===== src/rtl/vsd_spi_router.sv =====
// SPI router between the core's SD SPI master, up to four virtual sd_card drives
// and the physical SD slot, plus activity LED stretcher and mount-driven hard reset.
module vsd_spi_router #(
  parameter int NUM_DRIVES   = 2,
  parameter int PHYS_DRIVE   = 0,
  parameter int ACT_CYCLES   = 1000000,
  parameter int HWRST_CYCLES = 65535
) (
  input  logic                  clk_sys,
  input  logic                  reset_n,
  input  logic [NUM_DRIVES-1:0] img_mounted,
  input  logic                  img_size_nz,
  input  logic [NUM_DRIVES-1:0] rst_on_mount,
  input  logic                  hard_reset_req,
  input  logic                  spi_sck,
  input  logic                  spi_mosi,
  input  logic [NUM_DRIVES-1:0] spi_ss_n,
  output logic                  spi_miso,
  output logic [NUM_DRIVES-1:0] vsd_ss_n,
  input  logic [NUM_DRIVES-1:0] vsd_miso,
  output logic                  SD_CS,
  output logic                  SD_SCK,
  output logic                  SD_MOSI,
  input  logic                  SD_MISO,
  output logic [NUM_DRIVES-1:0] vsd_sel,
  output logic                  sd_act,
  output logic                  hw_reset
);

  localparam int ACT_W = $clog2(ACT_CYCLES + 1);
  localparam int RST_W = $clog2(HWRST_CYCLES + 1);
  localparam logic [ACT_W-1:0] ACT_MAX  = ACT_W'(ACT_CYCLES);
  localparam logic [RST_W-1:0] RST_LOAD = RST_W'(HWRST_CYCLES);

  logic [NUM_DRIVES-1:0] pend;
  logic                  sck_d;
  logic [ACT_W-1:0]      act_cnt;
  logic [RST_W-1:0]      rst_cnt;
  logic                  any_ss;
  logic                  sck_toggle;
  logic                  trigger;

  // Selection: a mount only takes effect while that drive's chip select is idle,
  // so a transfer in flight never sees the backing store switch underneath it.
  always_ff @(posedge clk_sys or negedge reset_n) begin
    if (!reset_n) begin
      pend    <= '0;
      vsd_sel <= '0;
    end else begin
      for (int i = 0; i < NUM_DRIVES; i++) begin
        if (img_mounted[i])
          pend[i] <= img_size_nz;
        if (spi_ss_n[i])
          vsd_sel[i] <= img_mounted[i] ? img_size_nz : pend[i];
      end
    end
  end

  assign vsd_ss_n = spi_ss_n | ~vsd_sel;
  assign SD_CS    = spi_ss_n[PHYS_DRIVE] | vsd_sel[PHYS_DRIVE];
  assign SD_SCK   = spi_sck & ~vsd_sel[PHYS_DRIVE];
  assign SD_MOSI  = spi_mosi | vsd_sel[PHYS_DRIVE];

  // Walk from the top so the lowest asserted select ends up owning MISO.
  always_comb begin
    spi_miso = 1'b1;
    for (int i = NUM_DRIVES - 1; i >= 0; i--) begin
      if (!spi_ss_n[i]) begin
        if (vsd_sel[i])
          spi_miso = vsd_miso[i];
        else if (i == PHYS_DRIVE)
          spi_miso = SD_MISO;
        else
          spi_miso = 1'b1;
      end
    end
  end

  assign any_ss     = ~&spi_ss_n;
  assign sck_toggle = (spi_sck != sck_d) && any_ss;

  always_ff @(posedge clk_sys or negedge reset_n) begin
    if (!reset_n) begin
      sck_d   <= 1'b0;
      act_cnt <= ACT_MAX;
      sd_act  <= 1'b0;
    end else begin
      sck_d <= spi_sck;
      if (sck_toggle)
        act_cnt <= '0;
      else if (act_cnt != ACT_MAX)
        act_cnt <= act_cnt + 1'b1;
      sd_act <= (act_cnt < ACT_MAX);
    end
  end

  assign trigger = hard_reset_req | (|(img_mounted & rst_on_mount));

  // hw_reset looks at the pre-edge count, giving HWRST_CYCLES+1 cycles per trigger.
  always_ff @(posedge clk_sys or negedge reset_n) begin
    if (!reset_n) begin
      rst_cnt  <= '0;
      hw_reset <= 1'b0;
    end else begin
      if (trigger)
        rst_cnt <= RST_LOAD;
      else if (rst_cnt != '0)
        rst_cnt <= rst_cnt - 1'b1;
      hw_reset <= trigger | (rst_cnt != '0);
    end
  end

endmodule

===== config.mk =====
export PLATFORM = sky130hd
export DESIGN_NAME = vsd_spi_router
export DESIGN_NICKNAME = d
export VERILOG_FILES = /design/src/rtl/vsd_spi_router.sv
export SDC_FILE = /design/constraint.sdc
export NUM_CORES = 1
export LEC_CHECK = 0
export ABC_AREA = 1
export BUFFER_PORTS_ARGS = -buffer_cell sky130_fd_sc_hd__buf_2
export CORE_MARGIN = 5
export CORE_UTILIZATION = 45
export CTS_BUF_LIST = sky130_fd_sc_hd__clkbuf_8
export CTS_CLUSTER_SIZE = 20
export DETAILED_ROUTE_END_ITERATION = 12
export HOLD_SLACK_MARGIN = 0.15
export PLACE_DENSITY = 0.66
export SKIP_LAST_GASP = 1
export SYNTH_ARGS = -nofsm -noshare
export SYNTH_HDL_FRONTEND = slang
export SYNTH_SLANG_ARGS = --single-unit

===== constraint.sdc =====
create_clock -name clk_sys -period 1.5 [get_ports clk_sys]
set_input_delay 0.15 -clock clk_sys [delete_from_list [all_inputs] [get_ports clk_sys]]
set_output_delay 0.15 -clock clk_sys [all_outputs]
set_load 0.05 [all_outputs]

Yosys cells after proc, flatten, opt, wreduce, memory -nomap -nowiden
Cells that the tools add are included.

Flip-flop bits (word level): 43. RAM bits: 0. Input port bits: 15. Bits in latches: 0. Memories: 0. Output and inout bits: 10. Bits in read-only memories: 0.

Bitwise logic cells: 9. Reductions and logical operators: 7. Eq/ne operators: 2. $add $sub $neg: 2. Muxes and demuxes: 10. Shift-type cells: 0. Div/mod/pow operators: 0. Magnitude comparators: 1. Multipliers: 0.

Operator list (count): $mux W20 (2); $mux W16 (2); $add A20 B1 Y20 const B (1); $lt A20 B20 Y1 const B (1); $ne A20 B20 Y1 const B (1); $reduce_bool A16 Y1 (1); $sub A16 B1 Y16 const B (1); $mux W1 (6); $or A1 B1 Y1 (4); $reduce_bool A2 Y1 (2); $and A2 B2 Y2 (1); $not A2 Y2 (1); $or A2 B2 Y2 (1); $reduce_and A2 Y1 (1); $reduce_or A2 Y1 (1); $and A1 B1 Y1 (1); $logic_and A1 B1 Y1 (1); $logic_not A1 Y1 (1); $ne A1 B1 Y1 (1); $not A1 Y1 (1).

Longest topological paths before layout
Gate-level depths: netlist (run 1).

Word-level depth: 4. Mapped depth: 8. Gate-level depth less buffers: 8.

Worst setup path after synthesis (run 1)
Ideal clock, no wire load.

Kind: register to output. From: reg vsd_sel[1]. To: out spi_miso. Data arrival time: 1.724 ns. Slack: -0.374 ns. Cell stages (with the launch flop): 4. Cells stage by stage: dfrtp_1 -> nand2_1 -> o21ai_0 -> nand3_1.

Word-level cells in the longest chain between the ends: 3.

Ends and longest elaborated chain: start, declared (RTL line 25) `output logic [NUM_DRIVES-1:0] vsd_sel,`; start signal, assigned by index (RTL line 54) `vsd_sel[i] <= img_mounted[i] ? img_size_nz : pend[i];`; $mux W1 (RTL line 69) `if (vsd_sel[i])`; $mux W1 (2 in a row) (RTL line 68) `if (!spi_ss_n[i]) begin`; end, declared (RTL line 18) `output logic spi_miso,`.

No other way between the ends.

Final worst setup path (run 1)
From: in img_mounted[1]. To: reg vsd_sel[1].

Word-level cells in the longest chain between the ends: 1.

Ends and longest elaborated chain: start, declared (RTL line 11) `input logic [NUM_DRIVES-1:0] img_mounted,`; $mux W1.

No other way between the ends. A chain may end at the register's enable or synchronous reset.

==> results of run 1 <==
through the flow:
stage / util / cells / setup WS [ns]
4_1_cts: 0.5397 / 468 / 0.03743
2_1_floorplan: - / 355 / 0.02859
6_report: 0.5452 / 469 / 0.07319
3_3_place_gp: 0.5142 / 454 / 0.1262
3_5_place_dp: 0.5142 / 454 / 0.05452
5_1_grt: 0.5452 / 469 / 0.006037
worst min-delay path, cell delays in order:
cell	delay [ns]
buf_2	0.10
o21ai_0	0.11
inv_1	0.06
state kept, by name, summed over array words and instances, names as in the netlist:
signal / cells
rst_cnt: 16
hw_reset: 1
sd_act: 1
vsd_sel: 2
pend: 2
sck_d: 1
act_cnt: 20
final cells by class:
class	instances	area, um2
Sequential cell	43	1089
Clock buffer	5	68.82
Multi-Input combinational cell	256	1308
Fill cell	524	2520
Clock inverter	3	12.51
Inverter	54	202.7
Timing Repair Buffer	36	250.2
Tap cell	72	90.09
cells by family after synthesis:
| kind of cell | share of synthesized area |
|---|---|
| compound gates | 0.07621 |
| xor+xnor | 0.01699 |
| buf+inv | 0.08253 |
| simple gates | 0.3888 |
| flops | 0.4209 |
| fa+ha+maj | 0.01456 |
worst max-delay path by stage:
stage	startpoint	slack, ns	endpoint	cells past startpoint
final	img_mounted[1]	0.07	vsd_sel[1]	7
after global routing	spi_sck	0.006	act_cnt[7]	8
after global placement	rst_cnt[0]	0.13	rst_cnt[0]	7
after CTS	rst_cnt[0]	0.04	rst_cnt[0]	7
after detailed placement	rst_cnt[0]	0.05	rst_cnt[0]	7
after floorplan	vsd_sel[0]	0.03	SD_SCK	1
power groups by stage:
stage          Clock [mW]  Sequential (mW)  Combinational [mW]
6_report            0.702             1.24               0.330
5_1_grt             0.783             1.24               0.370
4_1_cts             0.743             1.23               0.326
3_5_place_dp            0             1.25               0.311
3_3_place_gp            0             1.25               0.306
2_1_floorplan           0             1.27               0.177
layer usage:
metal | share of wire | vias to the layer above | track usage
met4 | 0.0062 | 0 | 0.05180
met2 | 0.44 | 48 | 0.2620
met5 | 0 | - | 0
met1 | 0.51 | 1051 | 0.2283
met3 | 0.040 | 2 | 0.03554
li1 | - | 1210 | -
placed cells by master (no fill, tap or decap), drive strengths merged, types with 6 or more instances in the layout:
cell	n
buf	30
nor2	70
dlygate4sd3	6
a21oi	16
o21ai	19
inv	56
nand4	10
dfrtp	36
dfstp	7
nand2	81
nand3	40
what timing repair did:
item                       4_1_cts  5_1_grt
hold endpoints to repair        39        0
resized for setup                0        8
setup buffers                    0        1
hold buffers                     6        0
setup endpoints to repair        0       20
==> flow_summary.ini, run 1 <==
[status]
status = completed

[yosys]
synth_top_cells_by_area = dfrtp_1, nand2_1, nor2_1
ys_types = 25
syn_nets = 373
synth-main-ff-cell = dfrtp_1
syn_inst = 355
synth_top_cell_area_share = 0.3495
ys_warn_count = 0
synth_top_area_cell = dfrtp_1
ys_seq_area_frac = 0.4209
synth-seq-cells = 43
synthesis.area_um2 = 2577
yosysMostFrequentCell = nand2_1
synth_commonest_cells = nand2_1, nor2_1, inv_1, dfrtp_1, nand3_1
synth_edf_count = 0
syn_avg_cell_area_um2 = 7.260
synthArstFlopShare = 1.000

[pwr]
p_leak_nw = 1.333
netSwitchingFraction = 0.2840
ir_drop_mv = 0.4575
power_mw = 2.268
p_clk_frac = 0.309
share_comb_of_total_power = 0.145
seqPwrFrac = 0.545
p_int_mw = 1.624
switching_power_mw = 0.6442
power_density_nw_per_um2 = 750.8

[worst_setup_path]
cp_slowest_stage_delay_ns = 0.54
crit_family = buffers and inverters
rrSetupSlack_ns = 0.15
worstSetupPathType = in2reg
cp-end-kind = register
reg2reg_from = rst_cnt[0]
r2r_cells = 7
critPathSlowestCell = dlygate4sd3_1
rr_endpoint = rst_cnt[0]
crit_required_ns = 1.69
path_max_fanout = 3
cp.arrival_ns = 1.61
path_buf_inv = 3
critPathLaunchType = input pin
cp_cell_sequence = dlygate4sd3_1 > buf_2 > nor2_2 > a21oi_1 > nand2_1 > dlygate4sd3_1 > nand2_1

[layout]
synthToLayoutAreaGrowth_pct = 17.18
drive_above_1_share = 0.1965
design_area_um2 = 3020
num_antenna_cells = 0
nets = 414

[global_route]
antenna_found_initial = 0
grt_usage = 0.1661
grt_max_degree = 30
overflow = 0
grt_pass1_vias = 2263
grt_pass1_wl_um = 9929

[floorplan]
die_y_um = 85.68
pin_count = 25
core_area_um2 = 5540
rows = 27
die_w_um = 85.68
fp.dieArea_um2 = 7341
initial_utilization = 0.4652

[clock_tree]
clk-insertion-delay-late_ns = 0.29
cts_max_level = 2
cts_made_buffers = 5
cts_tree = done
clkSlewWorstSetupHoldPaths_ns = 0.08
cts_sinks = 43
clock-root-buffer = clkbuf_8
cts_buffer_depth = 2

[placement]
finalWeightedCongestion = 0.8700
portBuffers = 24
dpl.hpwl_um = 4225
place_area_um2 = 2849

[run]
maxCapViolCount = 0

[timing]
grt_setup_unrepaired = no
setup_tns_ns = 0
fin_crit_sh = 0.9512
relSlewSlack = 0.7423
setup_viol_count_final = 0
final_max_slew_viol_count = 0
period_minus_slack_ns = 1.427
timing.final.hold_violations = 0
whs_ns = 0.1639
fin_skew_ns = 0.005512
tightest_slew_ns = 0.3866
max_freq_ghz = 0.7009

[route]
via_per_inst = 4.928
detailedRoute.firstIterationViolations = 90
antenna_left = 0
drt-total-wl_um = 5516
wire_per_inst_um = 11.76
drc = 0
drtPass1Iterations = 4
vias = 2311

[worst_hold_path]
hold_path_depth = 3
hp-start = img_mounted[0]
hold_class = in2reg
hold_end = pend[0]
Note: power is estimated with default switching activity, not from simulation.
==> run 2, diff against run 1 <==
--- a/config.mk
+++ b/config.mk
@@ -8,12 +8,12 @@
 export ABC_AREA = 1
 export BUFFER_PORTS_ARGS = -buffer_cell sky130_fd_sc_hd__buf_2
 export CORE_MARGIN = 5
-export CORE_UTILIZATION = 45
+export CORE_UTILIZATION = 55
 export CTS_BUF_LIST = sky130_fd_sc_hd__clkbuf_8
 export CTS_CLUSTER_SIZE = 20
 export DETAILED_ROUTE_END_ITERATION = 12
 export HOLD_SLACK_MARGIN = 0.15
-export PLACE_DENSITY = 0.66
+export PLACE_DENSITY = 0.78
 export SKIP_LAST_GASP = 1
 export SYNTH_ARGS = -nofsm -noshare
 export SYNTH_HDL_FRONTEND = slang
==> run 2 against run 1 <==
  * Design area about the same
  * Power increased by 4.9%
  * First-iteration DRC count is 58% higher
  * Fmax shrank 0.79%
  * Hold slack lost 0.00053 ns
  * Sequential power barely moved
  * Largest power group unchanged
  * Largest cell class unchanged
  * Highest routed layer unchanged
==> flow_summary.ini, run 2 (same netlist as run 1, synthesis figures left out) <==
[route]
detailedRoute.firstIterationViolations = 142
antenna_left = 0
drtPass1Iterations = 5
drc = 0
via_per_inst = 5.295
wire_per_inst_um = 12.45
vias = 2388
drt-total-wl_um = 5617

[layout]
largest_reg_flops = 20
drive_above_1_share = 0.1940
final_common_cell = nand2_1
register_area_um2 = 1087
nets = 414
final_cell_mix = nand2_1, nor2_1, inv_1
synthToLayoutAreaGrowth_pct = 17.09
multiInputGateArea_um2 = 1308
num_antenna_cells = 0
fillers = 401
largestRegisters = act_cnt x20, rst_cnt x16
final_cells = 451
regMostFlops = act_cnt

[clock_tree]
cts_max_level = 2
clock-root-buffer = clkbuf_8
cts_tree = done
postCtsSetupBuffers = 0
cts_sinks = 43
cts_made_buffers = 5
clkSlewWorstSetupHoldPaths_ns = 0.08
clk-insertion-delay-late_ns = 0.29
cts_buffer_depth = 2

[worst_setup_path]
cp.arrival_ns = 1.67
cp_cell_sequence = dlygate4sd3_1 > buf_2 > nor2_1 > a21oi_1 > nand2_1 > dlygate4sd3_1 > nand2_1
rrSetupSlack_ns = 0.11
rr_endpoint = rst_cnt[14]
cp-end-kind = register
crit_family = buffers and inverters
reg2reg_from = rst_cnt[0]
path_buf_inv = 3
cp_slowest_stage_delay_ns = 0.55
r2r_cells = 7
crit_required_ns = 1.74
worstSetupPathType = in2reg
path_max_fanout = 3
critPathSlowestCell = dlygate4sd3_1
critPathLaunchType = input pin

[floorplan]
pin_count = 25
rows = 25
die_w_um = 78.46
core_area_um2 = 4629
die_y_um = 78.46
initial_utilization = 0.5568
fp.dieArea_um2 = 6155

[global_route]
grt_usage = 0.2035
grt_pass1_vias = 2327
grt_max_degree = 27
antenna_found_initial = 0
grt_pass1_wl_um = 10030
overflow = 0

[timing]
fin_crit_sh = 0.9588
setup_viol_count_final = 0
timing.final.hold_violations = 0
fin_skew_ns = 0.004573
max_freq_ghz = 0.6953
relSlewSlack = 0.7101
final_max_slew_viol_count = 0
period_minus_slack_ns = 1.438
grt_setup_unrepaired = no
tightest_slew_ns = 0.4349
setup_tns_ns = 0

[worst_hold_path]
hold_path_depth = 5
hold_class = in2reg
hold_end = rst_cnt[3]
hp-start = hard_reset_req

[pwr]
power_density_nw_per_um2 = 788.3
p_int_mw = 1.723
p_leak_nw = 1.339
ir_drop_mv = 0.7846
p_clk_frac = 0.342
seqPwrFrac = 0.519
netSwitchingFraction = 0.2759
switching_power_mw = 0.6563
share_comb_of_total_power = 0.139

[placement]
placed_cells = 436
dpl.hpwl_um = 4223
portBuffers = 24
finalWeightedCongestion = 0.9485

[status]
status = completed

[run]
maxCapViolCount = 0
==> run 2: cell type report <==
class	instances	area share
clock buffer	7	0.03192
inverter	54	0.06716
timing repair buffer	36	0.08375
sequential	43	0.3603
tap	54	0.02239
multi-input combinational	256	0.4332
clock inverter	1	0.001244
==> run 2: worst max path at each step <==
| stage | from | endpoint | slack (ns) | cells past startpoint |
|---|---|---|---|---|
| 4_1_cts | rst_cnt[0] | rst_cnt[14] | 0.04 | 7 |
| 3_3_place_gp | rst_cnt[0] | rst_cnt[0] | 0.13 | 7 |
| 5_1_grt | act_cnt[0] | act_cnt[0] | 0.002 | 7 |
| 3_5_place_dp | rst_cnt[0] | rst_cnt[0] | 0.06 | 7 |
| 2_1_floorplan | vsd_sel[0] | SD_SCK | 0.03 | 1 |
| 6_report | img_mounted[1] | vsd_sel[1] | 0.06 | 7 |
==> run 2: timing repair <==
action | in CTS | in global routing
endpoints found under the setup margin | 0 | 19
hold buffers | 7 | 0
hold endpoints to repair | 40 | 0
gates resized for setup | 0 | 7
==> run 2: power by group through the flow <==
stage               logic, mW  registers [mW]  clock network, mW
global route            0.367            1.24              0.884
floorplan               0.177            1.27                  0
finish                  0.330            1.24              0.814
CTS                     0.329            1.23              0.836
detailed placement      0.311            1.25                  0
global placement        0.303            1.25                  0
==> run 2: tightest hold or removal path: cells and delay by family <==
kind	cells	cell delay [ns]
buffers and inverters	2	0.12
and+or+nand+nor	3	0.16
==> run 2: layer usage <==
metal  track usage  vias to the layer above  share of wire
met3       0.04817                       10          0.049
met2        0.3399                       59           0.47
li1              -                     1212              -
met1        0.2555                     1107           0.46
met4       0.07692                        0          0.018
met5             0                        -              0
==> run 2: stage by stage <==
step	utilization	hold slack [ns]	total power, mW	worst slack [ns]	area [um2]
after floorplan	-	-0.1456	1.445	0.02859	2586
after global placement	0.6105	0.1107	1.555	0.1329	2826
after detailed placement	0.6105	0.1169	1.565	0.05678	2826
after CTS	0.6473	0.1523	2.398	0.04078	2997
after global routing	0.6519	0.1641	2.492	0.001512	3018
final	0.6519	0.1634	2.379	0.06181	3018
==> run 3, diff against run 2 <==
--- a/config.mk
+++ b/config.mk
@@ -13,7 +13,7 @@
 export CTS_CLUSTER_SIZE = 20
 export DETAILED_ROUTE_END_ITERATION = 12
 export HOLD_SLACK_MARGIN = 0.15
-export PLACE_DENSITY = 0.78
+export PLACE_DENSITY_LB_ADDON = 0.12
 export SKIP_LAST_GASP = 1
 export SYNTH_ARGS = -nofsm -noshare
 export SYNTH_HDL_FRONTEND = slang
==> run 3 against run 2 <==
  * Global-route usage is 0.42 points lower
  * Combinational power shrank 2%
  * Die area is the same
  * Wire length decreased by 4.1%
  * Count of clock-buffer cells in the layout unchanged
  * Clock skew increased by 0.0015 ns
  * Sequential cell count unchanged
  * Sequential power hardly changed
  * Register-to-register slack better by 0.02 ns
  * Hold slack improved by 0.015 ns
  * Sequential share of layout area about the same
  * Critical path type unchanged
  * Critical endpoint unchanged
  * Largest cell class unchanged
==> flow_summary.ini, run 3 (same netlist as run 1, synthesis figures left out) <==
[status]
status = completed

[timing]
relSlewSlack = 0.8215
fin_skew_ns = 0.006082
setup_viol_count_final = 0
max_freq_ghz = 0.7036
final_max_slew_viol_count = 0
whs_ns = 0.1784
timing.final.hold_violations = 0
tightest_slew_ns = 0.2650
fin_crit_sh = 0.9475
period_minus_slack_ns = 1.421

[clock_tree]
cts_max_level = 2
cts_made_buffers = 5
postCtsSetupBuffers = 0
clock-root-buffer = clkbuf_8
clkSlewWorstSetupHoldPaths_ns = 0.08
cts_buffer_depth = 2
clk-insertion-delay-late_ns = 0.30
cts_sinks = 43
cts_tree = done

[floorplan]
die_y_um = 78.46
core_area_um2 = 4629
die_w_um = 78.46
fp.dieArea_um2 = 6155
pin_count = 25
rows = 25
initial_utilization = 0.5568

[worst_hold_path]
hold_class = in2reg

[worst_setup_path]
cp-end-kind = register
crit_required_ns = 1.69
cp_slowest_stage_delay_ns = 0.54
cp.arrival_ns = 1.61
cp_cell_sequence = dlygate4sd3_1 > buf_2 > nor2_2 > a21oi_2 > nand2_1 > dlygate4sd3_1 > nand2_1
path_buf_inv = 3
crit_family = buffers and inverters
critPathLaunchType = input pin
critPathSlowestCell = dlygate4sd3_1
path_max_fanout = 3
worstSetupPathType = in2reg

[layout]
final_common_cell = nand2_1
multiInputGateArea_um2 = 1314
synthToLayoutAreaGrowth_pct = 16.84
final_cell_mix = nand2_1, nor2_1, inv_1
num_antenna_cells = 0
regMostFlops = act_cnt
register_area_um2 = 1086
nets = 414
largestRegisters = act_cnt x20, rst_cnt x16
fillers = 405
largest_reg_flops = 20
drive_above_1_share = 0.2015

[route]
via_per_inst = 5.175
detailedRoute.firstIterationViolations = 105
vias = 2334
drc = 0
wire_per_inst_um = 11.94
drtPass1Iterations = 4
antenna_left = 0
drt-total-wl_um = 5384

[global_route]
grt_pass1_vias = 2303
grt_max_degree = 44
grt_usage = 0.1993
antenna_found_initial = 0
overflow = 0
grt_pass1_wl_um = 9922

[pwr]
power_mw = 2.393
ir_drop_mv = 0.5666
power_density_nw_per_um2 = 794.5
p_leak_nw = 1.331

[placement]
dpl.hpwl_um = 4002
finalWeightedCongestion = 0.8785
portBuffers = 24

[run]
maxCapViolCount = 0
==> run 3: cell type report <==
cell class / count / area share
Clock inverter: 1 / 0.002493
Timing Repair Buffer: 36 / 0.07894
Sequential cell: 43 / 0.3606
Clock buffer: 7 / 0.03199
Multi-Input combinational cell: 256 / 0.4362
Tap cell: 54 / 0.02243
Inverter: 54 / 0.06730
==> run 3: per-layer routing <==
metal / up-vias / routed length, um / global-route usage
li1: 1209 / - / -
met1: 1053 / 2612 / 0.2772
met2: 65 / 2349 / 0.3082
met3: 7 / 376 / 0.04931
met4: 0 / 45 / 0.05769
met5: - / 0 / 0
==> run 3: path summary, 6_finish.rpt <==
path | startpoint | end | slack [ns] | depth (start not counted)
setup / recovery | img_mounted[1] | vsd_sel[1] | 0.08 | 7
hold / removal | img_mounted[0] | pend[0] | 0.18 | 3
setup reg to reg | rst_cnt[0] | rst_cnt[0] | 0.13 | 7
hold reg to reg | rst_cnt[15] | rst_cnt[15] | 0.52 | 2
max in group asynchronous | reset_n | act_cnt[18] | 0.89 | 3
min in group asynchronous | reset_n | sd_act | 0.35 | 3
==> run 3: tightest hold or removal path, stage by stage <==
cell and delay, ns:
buf_2 0.10, o21ai_0 0.12, inv_1 0.07
==> run 3: repair_timing <==
item | 4_1_cts | 5_1_grt
hold endpoints to repair | 46 | 0
gates resized for setup | 0 | 8
hold buffers | 6 | 0
endpoints found under the setup margin | 0 | 15
==> run 3: power by group <==
group / switching [mW] / internal [mW] / leakage (nW) / total, mW
combinational: 0.214 / 0.111 / 0.814 / 0.324
clock: 0.416 / 0.419 / 0.0505 / 0.836
sequential: 0.0397 / 1.19 / 0.467 / 1.23
total: 0.670 / 1.72 / 1.33 / 2.39
==> run 3: per-stage QoR <==
step	cells	TNS [ns]	util	setup slack, ns	instance area [um2]
after floorplan	355	0	-	0.02859	2586
after global placement	437	0	0.6095	0.1285	2821
after detailed placement	437	0	0.6095	0.07581	2821
after CTS	451	0	0.6449	0.05231	2985
after global routing	451	-0.001079	0.6505	-0.001079	3012
final	451	0	0.6505	0.07875	3012
